**src/rtl/io_pkg.sv**
```systemverilog
// Shared IO map constants and input-conditioner sizing used by the IO memory
// block and the board-input conditioner.
package io_pkg;

  localparam logic [31:0] ADDR_HEX  = 32'hF000_0000;
  localparam logic [31:0] ADDR_LEDR = 32'hF000_0004;
  localparam logic [31:0] ADDR_LEDG = 32'hF000_0008;
  localparam logic [31:0] ADDR_KEY  = 32'hF000_0010;
  localparam logic [31:0] ADDR_SW   = 32'hF000_0014;

  localparam int KEY_BITS = 4;
  localparam int SW_BITS  = 10;

  localparam int DEBOUNCE_CYCLES     = 500000;
  localparam int DEBOUNCE_CYCLES_SIM = 4;

endpackage

```
**src/rtl/io_debounce_bit.sv**
```systemverilog
// One input channel: 2-flop synchronizer followed by a debounce counter that
// accepts a new level only after DEBOUNCE_CYCLES consecutive cycles of it.
module io_debounce_bit
  import io_pkg::*;
#(
  parameter int   DEBOUNCE_CYCLES = io_pkg::DEBOUNCE_CYCLES,
  parameter logic SYNC_RST        = 1'b0
) (
  input  logic clk,
  input  logic rst_n,
  input  logic raw,
  output logic stable
);

  localparam int              CW   = $clog2(DEBOUNCE_CYCLES);
  localparam logic [CW-1:0]   TERM = CW'(DEBOUNCE_CYCLES - 1);

  logic          sync1_q, sync2_q;
  logic          stable_q, stable_d;
  logic [CW-1:0] cnt_q, cnt_d;

  // Any cycle where the synced level agrees with stable restarts the count.
  always_comb begin
    stable_d = stable_q;
    cnt_d    = '0;
    if (sync2_q != stable_q) begin
      if (cnt_q == TERM) begin
        stable_d = sync2_q;
      end else begin
        cnt_d = cnt_q + 1'b1;
      end
    end
  end

  always_ff @(posedge clk or negedge rst_n) begin
    if (!rst_n) begin
      sync1_q  <= SYNC_RST;
      sync2_q  <= SYNC_RST;
      stable_q <= 1'b0;
      cnt_q    <= '0;
    end else begin
      sync1_q  <= raw;
      sync2_q  <= sync1_q;
      stable_q <= stable_d;
      cnt_q    <= cnt_d;
    end
  end

  assign stable = stable_q;

endmodule

```
**src/rtl/io_input_conditioner.sv**
```systemverilog
// Debounced key/switch levels plus sticky per-key press flags that the CPU
// clears by reading ADDR_KEY, so short taps survive between polls.
module io_input_conditioner #(
  parameter int KEY_BITS        = io_pkg::KEY_BITS,
  parameter int SW_BITS         = io_pkg::SW_BITS,
  parameter int DEBOUNCE_CYCLES = io_pkg::DEBOUNCE_CYCLES
) (
  input  logic                clk,
  input  logic                rst_n,
  input  logic [KEY_BITS-1:0] key_n_raw,
  input  logic [SW_BITS-1:0]  sw_raw,
  input  logic                keyClr,
  output logic [KEY_BITS-1:0] keys,
  output logic [SW_BITS-1:0]  switches,
  output logic [KEY_BITS-1:0] keyPressed,
  output logic                keyEvent
);

  import io_pkg::*;

  logic [KEY_BITS-1:0] key_raw;
  logic [KEY_BITS-1:0] key_stable;
  logic [SW_BITS-1:0]  sw_stable;
  logic [KEY_BITS-1:0] key_dly_q;
  logic [KEY_BITS-1:0] rise;
  logic [KEY_BITS-1:0] key_pressed_q, key_pressed_d;
  logic                key_event_q, key_event_d;

  // Buttons are active-low on the board; everything past here is active-high.
  assign key_raw = ~key_n_raw;

  for (genvar g = 0; g < KEY_BITS; g++) begin : g_key
    io_debounce_bit #(
      .DEBOUNCE_CYCLES (DEBOUNCE_CYCLES),
      .SYNC_RST        (1'b0)
    ) u_db (
      .clk    (clk),
      .rst_n  (rst_n),
      .raw    (key_raw[g]),
      .stable (key_stable[g])
    );
  end

  for (genvar g = 0; g < SW_BITS; g++) begin : g_sw
    io_debounce_bit #(
      .DEBOUNCE_CYCLES (DEBOUNCE_CYCLES),
      .SYNC_RST        (1'b0)
    ) u_db (
      .clk    (clk),
      .rst_n  (rst_n),
      .raw    (sw_raw[g]),
      .stable (sw_stable[g])
    );
  end

  // A rise on a bit beats a simultaneous clear for that bit only.
  always_comb begin
    rise          = key_stable & ~key_dly_q;
    key_event_d   = |rise;
    key_pressed_d = rise | (keyClr ? '0 : key_pressed_q);
  end

  always_ff @(posedge clk or negedge rst_n) begin
    if (!rst_n) begin
      key_dly_q     <= '0;
      key_pressed_q <= '0;
      key_event_q   <= 1'b0;
    end else begin
      key_dly_q     <= key_stable;
      key_pressed_q <= key_pressed_d;
      key_event_q   <= key_event_d;
    end
  end

  assign keys       = key_stable;
  assign switches   = sw_stable;
  assign keyPressed = key_pressed_q;
  assign keyEvent   = key_event_q;

endmodule
```
**config.mk**
```make
export PLATFORM = sky130hd
export DESIGN_NAME = io_input_conditioner
export DESIGN_NICKNAME = d
export VERILOG_FILES = /design/src/rtl/io_pkg.sv /design/src/rtl/io_debounce_bit.sv /design/src/rtl/io_input_conditioner.sv
export SDC_FILE = /design/constraint.sdc
export NUM_CORES = 1
export LEC_CHECK = 0
export ABC_AREA = 1
export ABC_CLOCK_PERIOD_IN_PS = 2300
export CORE_ASPECT_RATIO = 1.4
export CORE_MARGIN = 2
export CORE_UTILIZATION = 55
export CTS_BUF_LIST = sky130_fd_sc_hd__clkbuf_4 sky130_fd_sc_hd__clkbuf_8 sky130_fd_sc_hd__clkbuf_16
export DETAILED_ROUTE_END_ITERATION = 16
export GPL_TIMING_DRIVEN = 0
export PLACE_DENSITY = 0.72
export SYNTH_ARGS = -nofsm -noshare
export SYNTH_HDL_FRONTEND = slang
export SYNTH_HIERARCHICAL = 1
export SYNTH_SLANG_ARGS = --single-unit
```
**constraint.sdc**
```tcl
create_clock -name clk -period 2.3 [get_ports clk]
set_input_delay 0.46 -clock clk [delete_from_list [all_inputs] [get_ports clk]]
set_output_delay 0.46 -clock clk [all_outputs]
set_load 0.01 [all_outputs]
```
* After elaboration in Yosys (flattened, before gate mapping)
Cells that the tools add are included.
** Operators by class
- Bitwise operators :: 4
- Reduce and logical (&&, ||, !) cells :: 15
- Equal/unequal tests :: 28
- Add/subtract/negate cells :: 14
- Multiplexer cells :: 29
** Operators by type and width (count)
- $mux 19 :: 28
- $add 19x1->19 const B :: 14
- $eq 19x19->1 const B :: 14
- $reduce_and 2->1 :: 14
- $ne 1x1->1 :: 14
- $not 4->4 :: 2
- $and 4x4->4 :: 1
- $mux 4 :: 1
- $or 4x4->4 :: 1
- $reduce_or 4->1 :: 1
** Storage, ports and cells
- Input port bits :: 17
- Output and inout port bits :: 19
- Word-level logic and storage cells :: 149
- Register bits :: 317

* Longest topological paths before layout
Gate-level depths: netlist (run 1).
- Depth after elaboration :: 3
- Mapped depth :: 8
- Depth with buffers taken out :: 8

* Hierarchy
The synthesis (run 1) kept the hierarchy.
** Modules (own cells, without submodules)
- io_debounce_bit (g_key[0].u_db ...) :: cells each 147, times used 13, area each 1191.1 um^2, seq. area each 550.5 um^2
- io_debounce_bit (g_sw[2].u_db) :: cells each 146, times used 1, area each 1204.9 um^2, seq. area each 550.5 um^2
- io_input_conditioner :: cells each 34, times used 1, area each 326.6 um^2, seq. area each 225.2 um^2

* Worst setup path before layout (run 1)
No wires, ideal clock.
- Path kind :: reg-to-reg
- Start :: register g_sw[2].u_db.cnt_q[0]
- End :: register g_sw[2].u_db.cnt_q[18]
- Stages on the path, launching flop included :: 9
- Arrival :: 1.147 ns
- Buffers on the path :: 0
- Clock period less this slack :: 1.266 ns
- Library setup time :: 0.119 ns
- Required time :: 2.181 ns
- Slack :: 1.034 ns
- Cell sequence :: dfrtp_1 > ha_1 > nand2_1 > nor2_2 > nand2_2 > nor2_1 > nand3_1 > nand3_1 > nor2_1
** On the way
- Longest elaborated chain between the ends :: 3
- Elaborated cells between the ends (all ways) :: 4
- Those cells by class :: add/sub: 1; eq/ne: 1; mux: 2
** RTL lines
- start, declared :: RTL line io_debounce_bit.sv:20 : logic [CW-1:0] cnt_q, cnt_d;
- start signal, assigned :: RTL line io_debounce_bit.sv:45 : cnt_q <= cnt_d;
- $add 19x1->19 / $eq 19x19->1 (equally long branches) :: RTL line io_debounce_bit.sv:30, io_debounce_bit.sv:27
- $mux 19 (*) :: RTL line io_debounce_bit.sv:27 : if (cnt_q == TERM) begin
- $mux 19 (*) :: RTL line io_debounce_bit.sv:26 : if (sync2_q != stable_q) begin
- named net g_sw[2].u_db.cnt_d[18] :: RTL line io_debounce_bit.sv:20
Mark *: on every way through the listed nets, which the timed path passes. The rest lies on a longest branch.
A chain may end at the register's enable or synchronous reset.

* Worst setup path in the final report (run 1)
- Start :: register g_key[1].u_db.stable_q
- End :: output port keys[1]
** RTL lines
- start, declared :: RTL line io_debounce_bit.sv:19 : logic stable_q, stable_d;
- start signal, assigned :: RTL line io_debounce_bit.sv:44 : stable_q <= stable_d;
- end, declared :: RTL line io_input_conditioner.sv:13 : output logic [KEY_BITS-1:0] keys,
No word-level cell between the ends.

==> results of run 1 <==
[cells in the mapped netlist]
| library cell | n |
|---|---|
| nand3_2 | 15 |
| nand3_1 | 165 |
| o21ai_1 | 56 |
| xor2_2 | 14 |
| xor2_1 | 84 |
| nand2_1 | 340 |
| inv_2 | 27 |
| nand2_4 | 14 |
| xnor2_1 | 28 |
| nand2_2 | 59 |
| nand4_1 | 28 |
| o22ai_1 | 1 |
| nor3_1 | 27 |
| ha_1 | 14 |
| a21oi_1 | 42 |
| o21a_1 | 14 |
| nor2_2 | 56 |
| nor2_4 | 44 |
| o21ai_0 | 17 |
| nor3b_2 | 27 |
| nor3b_1 | 1 |
| inv_1 | 251 |
| dfrtp_1 | 317 |
| nor2_1 | 450 |
[state kept, by name (all words and copies together), names as in the netlist]
signal	cells
key_dly_q	4
g_sw.u_db/sync2_q	10
keyEvent	1
g_key.u_db/cnt_q	76
g_key.u_db/sync2_q	4
g_key.u_db/stable	4
g_sw.u_db/cnt_q	190
keyPressed	4
g_key.u_db/sync1_q	4
g_sw.u_db/stable	10
g_sw.u_db/sync1_q	10
[logic make-up (layout without fill, tap and decap cells)]
family                   Yosys count  count (layout)  share of synthesized area [%]
AND/OR/NAND/NOR                 1226            1226                           35.1
flip-flops                       317             317                           46.6
buffers and inverters            278             375                           6.13
AO/OA/AOI/OAI                    130             130                           4.04
XOR/XNOR                         126             126                           7.10
adder cells (fa/ha/maj)           14              14                           1.03
[layout make-up]
cell class	instances	area (sq um)	share of cell area [%]
inverter	278	1040	5.46
sequential	317	7930	41.5
clock buffer	52	1060	5.55
timing repair buffer	39	448	2.35
tap	390	488	2.56
multi-input combinational	1496	8040	42.1
clock inverter	6	86.3	0.452
[through the flow]
step,util [%],setup TNS (ns),setup WS (ns),instances,hold slack (ns)
2_1_floorplan,-,0,1.03,2091,0.164
3_3_place_gp,58.3,-4049.93,-12.82,2516,0.334
3_5_place_dp,58.6,0,0.499,2519,0.336
4_1_cts,62.4,0,0.176,2578,0.350
5_1_grt,62.4,0,0.155,2578,0.353
6_report,62.4,0,0.218,2578,0.347
[worst paths after layout]
kind / start / end / slack (ns)
max: g_key[1].u_db/stable / keys[1] / 0.22
max reg2reg: g_key[2].u_db/cnt_q[0] / g_key[2].u_db/cnt_q[18] / 0.82
min in group asynchronous: rst_n / g_sw[5].u_db/cnt_q[13] / 0.49
min: g_sw[1].u_db/sync1_q / g_sw[1].u_db/sync2_q / 0.35
max in group asynchronous: rst_n / g_key[1].u_db/cnt_q[18] / 0.49
min reg2reg: g_sw[1].u_db/sync1_q / g_sw[1].u_db/sync2_q / 0.35
[where the power goes]
part	leakage, nW	switching, mW	internal, mW	total [mW]
combinational	3.37	0.283	0.125	0.408
clock	0.574	2.14	3.40	5.53
sequential	4.33	0.0550	5.66	5.72
[layer usage]
layer | global-route usage (%) | part of all wire (%) | wire (microns)
met2 | 37.6 | 52 | 16200
met3 | 2.79 | 2.9 | 908
met4 | 5.87 | 2.3 | 731
met1 | 24.3 | 43 | 13500
met5 | 0 | 0 | 0
==> results.json, run 1 <==
{
  "power.total_mw": 11.7,
  "path_depth": 1,
  "cts_buffer_depth": 3,
  "drcViolationCount": 0,
  "critical_path.max_stage_delay_ns": 0.60,
  "ys_warn_count": 6,
  "hpwlAfterDp_microns": 22800,
  "start_util_pct": 55.6,
  "nets": 2197,
  "fin_area_sq_um": 19100,
  "ctsResizeCount": 0,
  "crit_family": "buffers and inverters",
  "end_kind": "primary output",
  "track_usage_pct": 20.2,
  "fin_skew_ns": 0.0123,
  "fill_cells": 2703,
  "cts_tree": "yes",
  "syn_to_final_growth_pct": 12.2,
  "die_w_microns": 153,
  "critical_path.slowest_cell": "clkdlybuf4s50_1",
  "die_area_sq_um": 32400,
  "leakagePower_nw": 8.27,
  "crit_type": "flip-flop to primary output",
  "required_ns": 1.84,
  "avgSynthCellArea_sq_um": 8.14,
  "relSlewSlack_pct": 58.7,
  "clkTransAtPathRegs_ns": 0.06,
  "powerDensity_nw_per_um2": 610,
  "grt_pass1_vias": 12900,
  "max_freq_ghz": 0.480,
  "post_cts.repair.setup_buffers": 0,
  "vias": 13100,
  "grt_max_degree": 119,
  "layout_commonest_cell": "nor2_1",
  "synth_area_leaders": "dfrtp_1 (47%), nor2_1 (9.9%), nand2_1 (7.5%)",
  "ioPinCount": 36,
  "cp.arrival_ns": 1.62,
  "insertion_delay_ns": 0.51,
  "drt-wirelength-per-cell_microns": 12.2,
  "hold_buffers": 1,
  "finalCriticalPeriod_ns": 2.08,
  "path_cells": "clkdlybuf4s50_1",
  "die_y_microns": 212,
  "startpoint_type": "flip-flop",
  "avgViaCountPerCell": 5.08,
  "globalplace.congestion": 0.895,
  "root_buffer": "clkbuf_16",
  "diodes": 0,
  "outcome": "finished clean",
  "min_delay_path_depth": 0,
  "hold_violations": 0,
  "finalSetupViolCount": 0,
  "drv_slew": 0,
  "worst_slew_pin_slew_ns": 0.619,
  "syn_area_sq_um": 17000,
  "r2r_cells": 8,
  "maxCapViolCount": 0,
  "antenna_found_initial": 0,
  "dr.pass1.iters": 5,
  "htree_levels": 2,
  "placementRows": 76,
  "max-vdd-ir-drop_uv": 620,
  "yosys.cell_types.count": 24,
  "mostFrequentLayoutCells": "nor2_1 (450), nand2_1 (340), dfrtp_1 (317), inv_1 (251), nand3_1 (165)",
  "netlist.area_leader.share_pct": 46.6,
  "port_buffers": 35,
  "cts_buffers": 34,
  "synth_top_area_cell": "dfrtp_1",
  "grt_pass1_wl_microns": 56500,
  "postRouteAntennaNets": 0,
  "path_buf_inv": 1,
  "drive_gt1_share_pct": 14.5,
  "period_share_pct": 90.5,
  "grt_overflow": 0,
  "rsz0062_at_grt": "no",
  "routed_wl_microns": 31400,
  "clock_sinks": 317,
  "crit_path_max_fanout": 5,
  "synth_fp_nets": 2122,
  "syn_inst": 2091,
  "placed_area_sq_um": 17900,
  "seq_area_frac_synth_pct": 46.6,
  "drtIter0Drc": 573,
  "hp-class": "flip-flop to flip-flop",
  "core_area_sq_um": 30600,
  "synth_seq_cells": 317
}
Power figures use the tool's default switching activity.
==> run 2, diff against run 1 <==
--- a/config.mk
+++ b/config.mk
@@ -9,11 +9,11 @@
 export ABC_CLOCK_PERIOD_IN_PS = 2300
 export CORE_ASPECT_RATIO = 1.4
 export CORE_MARGIN = 2
-export CORE_UTILIZATION = 55
+export CORE_UTILIZATION = 65
 export CTS_BUF_LIST = sky130_fd_sc_hd__clkbuf_4 sky130_fd_sc_hd__clkbuf_8 sky130_fd_sc_hd__clkbuf_16
 export DETAILED_ROUTE_END_ITERATION = 16
 export GPL_TIMING_DRIVEN = 0
-export PLACE_DENSITY = 0.72
+export PLACE_DENSITY = 0.83
 export SYNTH_ARGS = -nofsm -noshare
 export SYNTH_HDL_FRONTEND = slang
 export SYNTH_HIERARCHICAL = 1
==> run 2 against run 1 <==
Hold slack worse by 0.018 ns. Setup slack got worse by 0.026 ns. Final area down 0.62%. Clock skew decreased by 0.0013 ns. First-iteration DRC count increased by 17%. Sequential power is essentially flat. Clock power shrank 2%. Largest cell class unchanged. Total power is 0.83% lower. Highest routed layer unchanged. Die area decreased by 15%. Wire length grew 1.6%. Register-to-register slack worse by 0.04 ns. Utilization up 11 points. Critical endpoint is now keys[0].
==> results.json, run 2 (same netlist as run 1, synthesis figures left out) <==
{
  "globalplace.congestion": 0.883,
  "finalCriticalPeriod_ns": 2.11,
  "finalSetupTns_ns": 0,
  "drtIter0Drc": 670,
  "vias": 13300,
  "layout.cells.non_filler": 2511,
  "hp-class": "primary input to flip-flop",
  "crit_family": "buffers and inverters",
  "hold_buffers": 1,
  "finalSetupViolCount": 0,
  "cts_buffer_depth": 3,
  "ctsResizeCount": 0,
  "reg.largest.list": "g_sw.u_db/cnt_q (190), g_key.u_db/cnt_q (76)",
  "reg2reg_slack_ns": 0.78,
  "min_delay_path_depth": 1,
  "grt_pass1_wl_microns": 56800,
  "die_w_microns": 141,
  "period_share_pct": 91.7,
  "drive_gt1_share_pct": 14.5,
  "routed_wl_microns": 31900,
  "grt_max_degree": 111,
  "die_area_sq_um": 27500,
  "path_depth": 1,
  "max_freq_ghz": 0.474,
  "mostFrequentLayoutCells": "nor2_1 (450), nand2_1 (340), dfrtp_1 (317), inv_1 (251), nand3_1 (165)",
  "cts_buffers": 31,
  "rsz0062_at_grt": "no",
  "antenna_found_initial": 0,
  "fin_skew_ns": 0.0110,
  "die_y_microns": 195,
  "root_buffer": "clkbuf_16",
  "cts_tree": "yes",
  "postRouteAntennaNets": 0,
  "r2r_cells": 8,
  "maxCapViolCount": 0,
  "leakagePower_nw": 8.25,
  "nets": 2194,
  "ioPinCount": 36,
  "holdWs_ns": 0.329,
  "dr.pass1.iters": 5,
  "crit_type": "flip-flop to primary output",
  "port_buffers": 35,
  "outcome": "finished clean",
  "placed_area_sq_um": 17900,
  "insertion_delay_ns": 0.57,
  "end_kind": "primary output",
  "critical_path.max_stage_delay_ns": 0.59,
  "worst_slew_pin_slew_ns": 0.549,
  "syn_to_final_growth_pct": 11.5,
  "htree_levels": 1,
  "placementRows": 70,
  "fin_area_sq_um": 19000,
  "avgViaCountPerCell": 5.30,
  "grt_overflow": 0,
  "startpoint_type": "flip-flop",
  "max-vdd-ir-drop_uv": 594,
  "hold_violations": 0,
  "crit_path_max_fanout": 5,
  "largest_reg_flops": 190,
  "clock_sinks": 317,
  "clkTransAtPathRegs_ns": 0.07,
  "track_usage_pct": 24.1,
  "min_to": "g_sw[7].u_db/sync1_q",
  "start_util_pct": 65.6,
  "relSlewSlack_pct": 63.4,
  "place_inst": 2453,
  "drv_slew": 0,
  "min-delay-start": "sw_raw[7]",
  "core_area_sq_um": 25900,
  "diodes": 0,
  "grt_pass1_vias": 13600,
  "drt-wirelength-per-cell_microns": 12.7,
  "cp.arrival_ns": 1.65,
  "layout_commonest_cell": "nor2_1",
  "rr_endpoint": "g_sw[0].u_db/cnt_q[18]",
  "path_cells": "clkdlybuf4s50_1",
  "hpwlAfterDp_microns": 22900,
  "regMostFlops": "g_sw.u_db/cnt_q",
  "post_cts.repair.setup_buffers": 0,
  "powerDensity_nw_per_um2": 609,
  "critical_path.slowest_cell": "clkdlybuf4s50_1",
  "r2r-start": "g_sw[0].u_db/cnt_q[0]",
  "path_buf_inv": 1,
  "drcViolationCount": 0,
  "required_ns": 1.84,
  "utilization_pct": 73.2
}
run 2: cell types whose count changed in the layout (fill, tap and decap cells not counted):
cell	previous run	this run
clkinvlp_4	1	2
inv_6	1	0
clkbuf_8	9	7
clkinv_2	2	7
clkinv_4	0	1
bufinv_16	2	5
clkbuf_4	8	4
clkbuf_16	35	31
run 2: where the power goes:
| part | internal, mW | leakage (nW) | switching (mW) |
|---|---|---|---|
| registers | 5.66 | 4.33 | 0.0564 |
| logic | 0.125 | 3.37 | 0.287 |
| clock network | 3.30 | 0.553 | 2.13 |
| total | 9.08 | 8.25 | 2.48 |
run 2: worst max path at each step:
| stage | to | start | slack, ns |
|---|---|---|---|
| after global routing | keys[0] | g_key[0].u_db/stable | 0.15 |
| after CTS | keys[0] | g_key[0].u_db/stable | 0.16 |
| final | keys[0] | g_key[0].u_db/stable | 0.19 |
| after floorplan | g_sw[2].u_db/cnt_q[18] | g_sw[2].u_db/cnt_q[0] | 1.03 |
| after detailed placement | key_dly_q[2] | rst_n | 0.58 |
| after global placement | g_key[2].u_db/sync1_q | rst_n | -12.52 |
run 2: area by class of cell:
| class | instances | area (sq um) |
|---|---|---|
| Multi-Input combinational cell | 1496 | 8040 |
| Sequential cell | 317 | 7930 |
| Fill cell | 1950 | 6940 |
| Inverter | 278 | 1040 |
| Clock buffer | 42 | 902 |
| Timing Repair Buffer | 39 | 448 |
| Tap cell | 324 | 405 |
| Clock inverter | 15 | 209 |
run 2: stage by stage:
stage / power, mW / worst slack (ns)
CTS: 11.7 / 0.157
global placement: 6.21 / -12.52
global route: 12.0 / 0.149
floorplan: 6.02 / 1.03
detailed placement: 6.24 / 0.579
finish: 11.6 / 0.192
run 2: metal layers:
| metal | vias to the layer above | track usage [%] | wire (microns) |
|---|---|---|---|
| met5 | - | 0 | 0 |
| met4 | 0 | 9.11 | 749 |
| met3 | 65 | 2.65 | 971 |
| met2 | 199 | 45.8 | 17000 |
| met1 | 6376 | 27.7 | 13200 |
| li1 | 6658 | - | - |
==> run 3, diff against run 2 <==
--- a/config.mk
+++ b/config.mk
@@ -12,6 +12,7 @@
 export CORE_UTILIZATION = 65
 export CTS_BUF_LIST = sky130_fd_sc_hd__clkbuf_4 sky130_fd_sc_hd__clkbuf_8 sky130_fd_sc_hd__clkbuf_16
 export DETAILED_ROUTE_END_ITERATION = 16
+export GPL_ROUTABILITY_DRIVEN = 0
 export GPL_TIMING_DRIVEN = 0
 export PLACE_DENSITY = 0.83
 export SYNTH_ARGS = -nofsm -noshare
==> run 3 against run 2 <==
Register-to-register slack about the same. Count of clock-buffer cells in the layout increased by 1. Via count decreased by 0.61%. First-iteration DRC count increased by 1.6%. Critical path type unchanged. Total power decreased by 1.8%. Hold slack improved by 0.0070 ns. Final area decreased by 0.22%. Utilization decreased by 0.16 points. Sequential power about the same. Critical endpoint is now keys[1]. Global-route usage about the same.
==> results.json, run 3 (same netlist as run 1, synthesis figures left out) <==
{
  "core_area_sq_um": 25900,
  "hold_violations": 0,
  "p_clk_share_pct": 46.0,
  "clkTransAtPathRegs_ns": 0.06,
  "path_cells": "clkdlybuf4s50_1",
  "layout_commonest_cell": "nor2_1",
  "grt_pass1_vias": 13600,
  "die_y_microns": 195,
  "critical_path.max_stage_delay_ns": 0.58,
  "pre_cts_ws_ns": 0.731,
  "start_util_pct": 65.6,
  "rr_endpoint": "g_sw[9].u_db/cnt_q[18]",
  "routed_wl_microns": 32200,
  "nets": 2194,
  "grt_max_degree": 105,
  "startpoint_type": "flip-flop",
  "antenna_found_initial": 0,
  "largest_reg_flops": 190,
  "grtUsageMet2_pct": 45.0,
  "powerDensity_nw_per_um2": 599,
  "grt_overflow": 0,
  "finalCriticalPeriod_ns": 2.08,
  "relSlewSlack_pct": 65.4,
  "drtIter0Drc": 681,
  "drv_slew": 0,
  "avgViaCountPerCell": 5.26,
  "finalSetupViolCount": 0,
  "holdWs_ns": 0.336,
  "path_buf_inv": 1,
  "r2r-start": "g_sw[9].u_db/cnt_q[0]",
  "leakagePower_nw": 8.22,
  "required_ns": 1.84,
  "dr.pass1.iters": 5,
  "max-vdd-ir-drop_uv": 619,
  "min-delay-start": "sw_raw[4]",
  "drt-wirelength-per-cell_microns": 12.8,
  "rsz0062_at_grt": "no",
  "busiest_layer": "met2",
  "fin_skew_ns": 0.0104,
  "crit_type": "flip-flop to primary output",
  "min_to": "g_sw[4].u_db/sync1_q",
  "cts_buffers": 31,
  "hp-class": "primary input to flip-flop",
  "r2r_cells": 8,
  "crit_family": "buffers and inverters",
  "placed_area_sq_um": 17900,
  "drive_gt1_share_pct": 14.5,
  "ioPinCount": 36,
  "met1_usage_pct": 28.3,
  "p_int_mw": 8.88,
  "grt_use_met3_pct": 2.53,
  "reg.largest.list": "g_sw.u_db/cnt_q (190), g_key.u_db/cnt_q (76)",
  "max_freq_ghz": 0.482,
  "postRouteAntennaNets": 0,
  "fin_area_sq_um": 18900,
  "placementRows": 70,
  "vias": 13200,
  "p_sw_mw": 2.47,
  "period_share_pct": 90.3,
  "syn_to_final_growth_pct": 11.3,
  "die_area_sq_um": 27500,
  "worst_slew_pin_slew_ns": 0.520,
  "port_buffers": 35,
  "outcome": "finished clean",
  "insertion_delay_ns": 0.56,
  "cts_tree": "yes",
  "root_buffer": "clkbuf_16",
  "die_w_microns": 141,
  "fill_cells": 1933,
  "critical_path.slowest_cell": "clkdlybuf4s50_1",
  "htree_levels": 1,
  "sw_frac_of_total_pct": 21.8,
  "reg2reg_slack_ns": 0.78,
  "maxCapViolCount": 0,
  "mostFrequentLayoutCells": "nor2_1 (450), nand2_1 (340), dfrtp_1 (317), inv_1 (251), nand3_1 (165)",
  "clock_sinks": 317,
  "track_usage_pct": 24.1,
  "finalWorstSetupSlack_ns": 0.224,
  "min_delay_path_depth": 1,
  "diodes": 0,
  "grt_pass1_wl_microns": 56900,
  "end_kind": "primary output",
  "cts_buffer_depth": 3,
  "regMostFlops": "g_sw.u_db/cnt_q",
  "sequentialPowerShare_pct": 50.3,
  "comb_power_share_pct": 3.6,
  "drcViolationCount": 0,
  "hpwlAfterDp_microns": 22900,
  "cp.arrival_ns": 1.62,
  "crit_path_max_fanout": 5
}
[run 3: changes by cell type in the layout (fill, tap and decap cells not counted)]
cell / delta
bufinv_16: -2
clkinvlp_4: +2
clkbuf_4: +1
clkinv_2: -1
[run 3: worst max-delay path by stage]
stage / start / to / slack (ns) / cells past startpoint
after CTS: g_sw[0].u_db/stable / switches[0] / 0.19 / 1
after global routing: g_key[1].u_db/stable / keys[1] / 0.15 / 1
after detailed placement: rst_n / g_key[3].u_db/cnt_q[12] / 0.73 / 3
after floorplan: g_sw[2].u_db/cnt_q[0] / g_sw[2].u_db/cnt_q[18] / 1.03 / 8
final: g_key[1].u_db/stable / keys[1] / 0.22 / 1
after global placement: rst_n / g_key[3].u_db/cnt_q[11] / -12.55 / 1
[run 3: final cells by class]
type                    count  area [sq um]  area share [%]
well taps                 324           405            2.14
repair buffers             39           448            2.37
flip-flops and latches    317          7930            41.9
clock buffers              43           910            4.80
clock inverters            14           159           0.839
inverters                 278          1040            5.51
multi-input cells        1496          8040            42.5
[run 3: per-layer routing]
metal	vias to the layer above	routed length, microns
met5	-	0
met4	0	825
met3	78	914
met2	219	17200
met1	6276	13300
li1	6644	-
[run 3: power by group through the flow]
stage	registers, mW	clock network (mW)	logic [mW]
floorplan	5.81	0	0.213
global placement	5.82	0	0.387
detailed placement	5.82	0	0.419
CTS	5.72	5.37	0.425
global route	5.72	5.58	0.480
finish	5.72	5.23	0.409
[run 3: metrics by stage]
stage | std cells | TNS [ns] | power [mW] | utilization, %
2_1_floorplan | 2091 | 0 | 6.02 | -
3_3_place_gp | 2450 | -3967.69 | 6.21 | 68.6
3_5_place_dp | 2453 | 0 | 6.24 | 68.9
4_1_cts | 2511 | 0 | 11.5 | 73.1
5_1_grt | 2511 | 0 | 11.8 | 73.1
6_report | 2511 | 0 | 11.4 | 73.1
[run 3: worst register-to-register path: stages (launching register included)]
cell     delay [ns]
dfrtp_1        0.37
ha_1           0.17
nand2_1        0.12
nor2_2         0.18
nand2_1        0.14
nor2_1         0.19
nand3_1        0.10
nand3_1        0.08
nor2_1         0.05
[run 3: timing repair]
action / 4_1_cts / 5_1_grt
hold buffers: 1 / 0
endpoints found under the hold margin: 33 / 0
buffers inserted: 0 / 0
gates resized for setup: 0 / 0
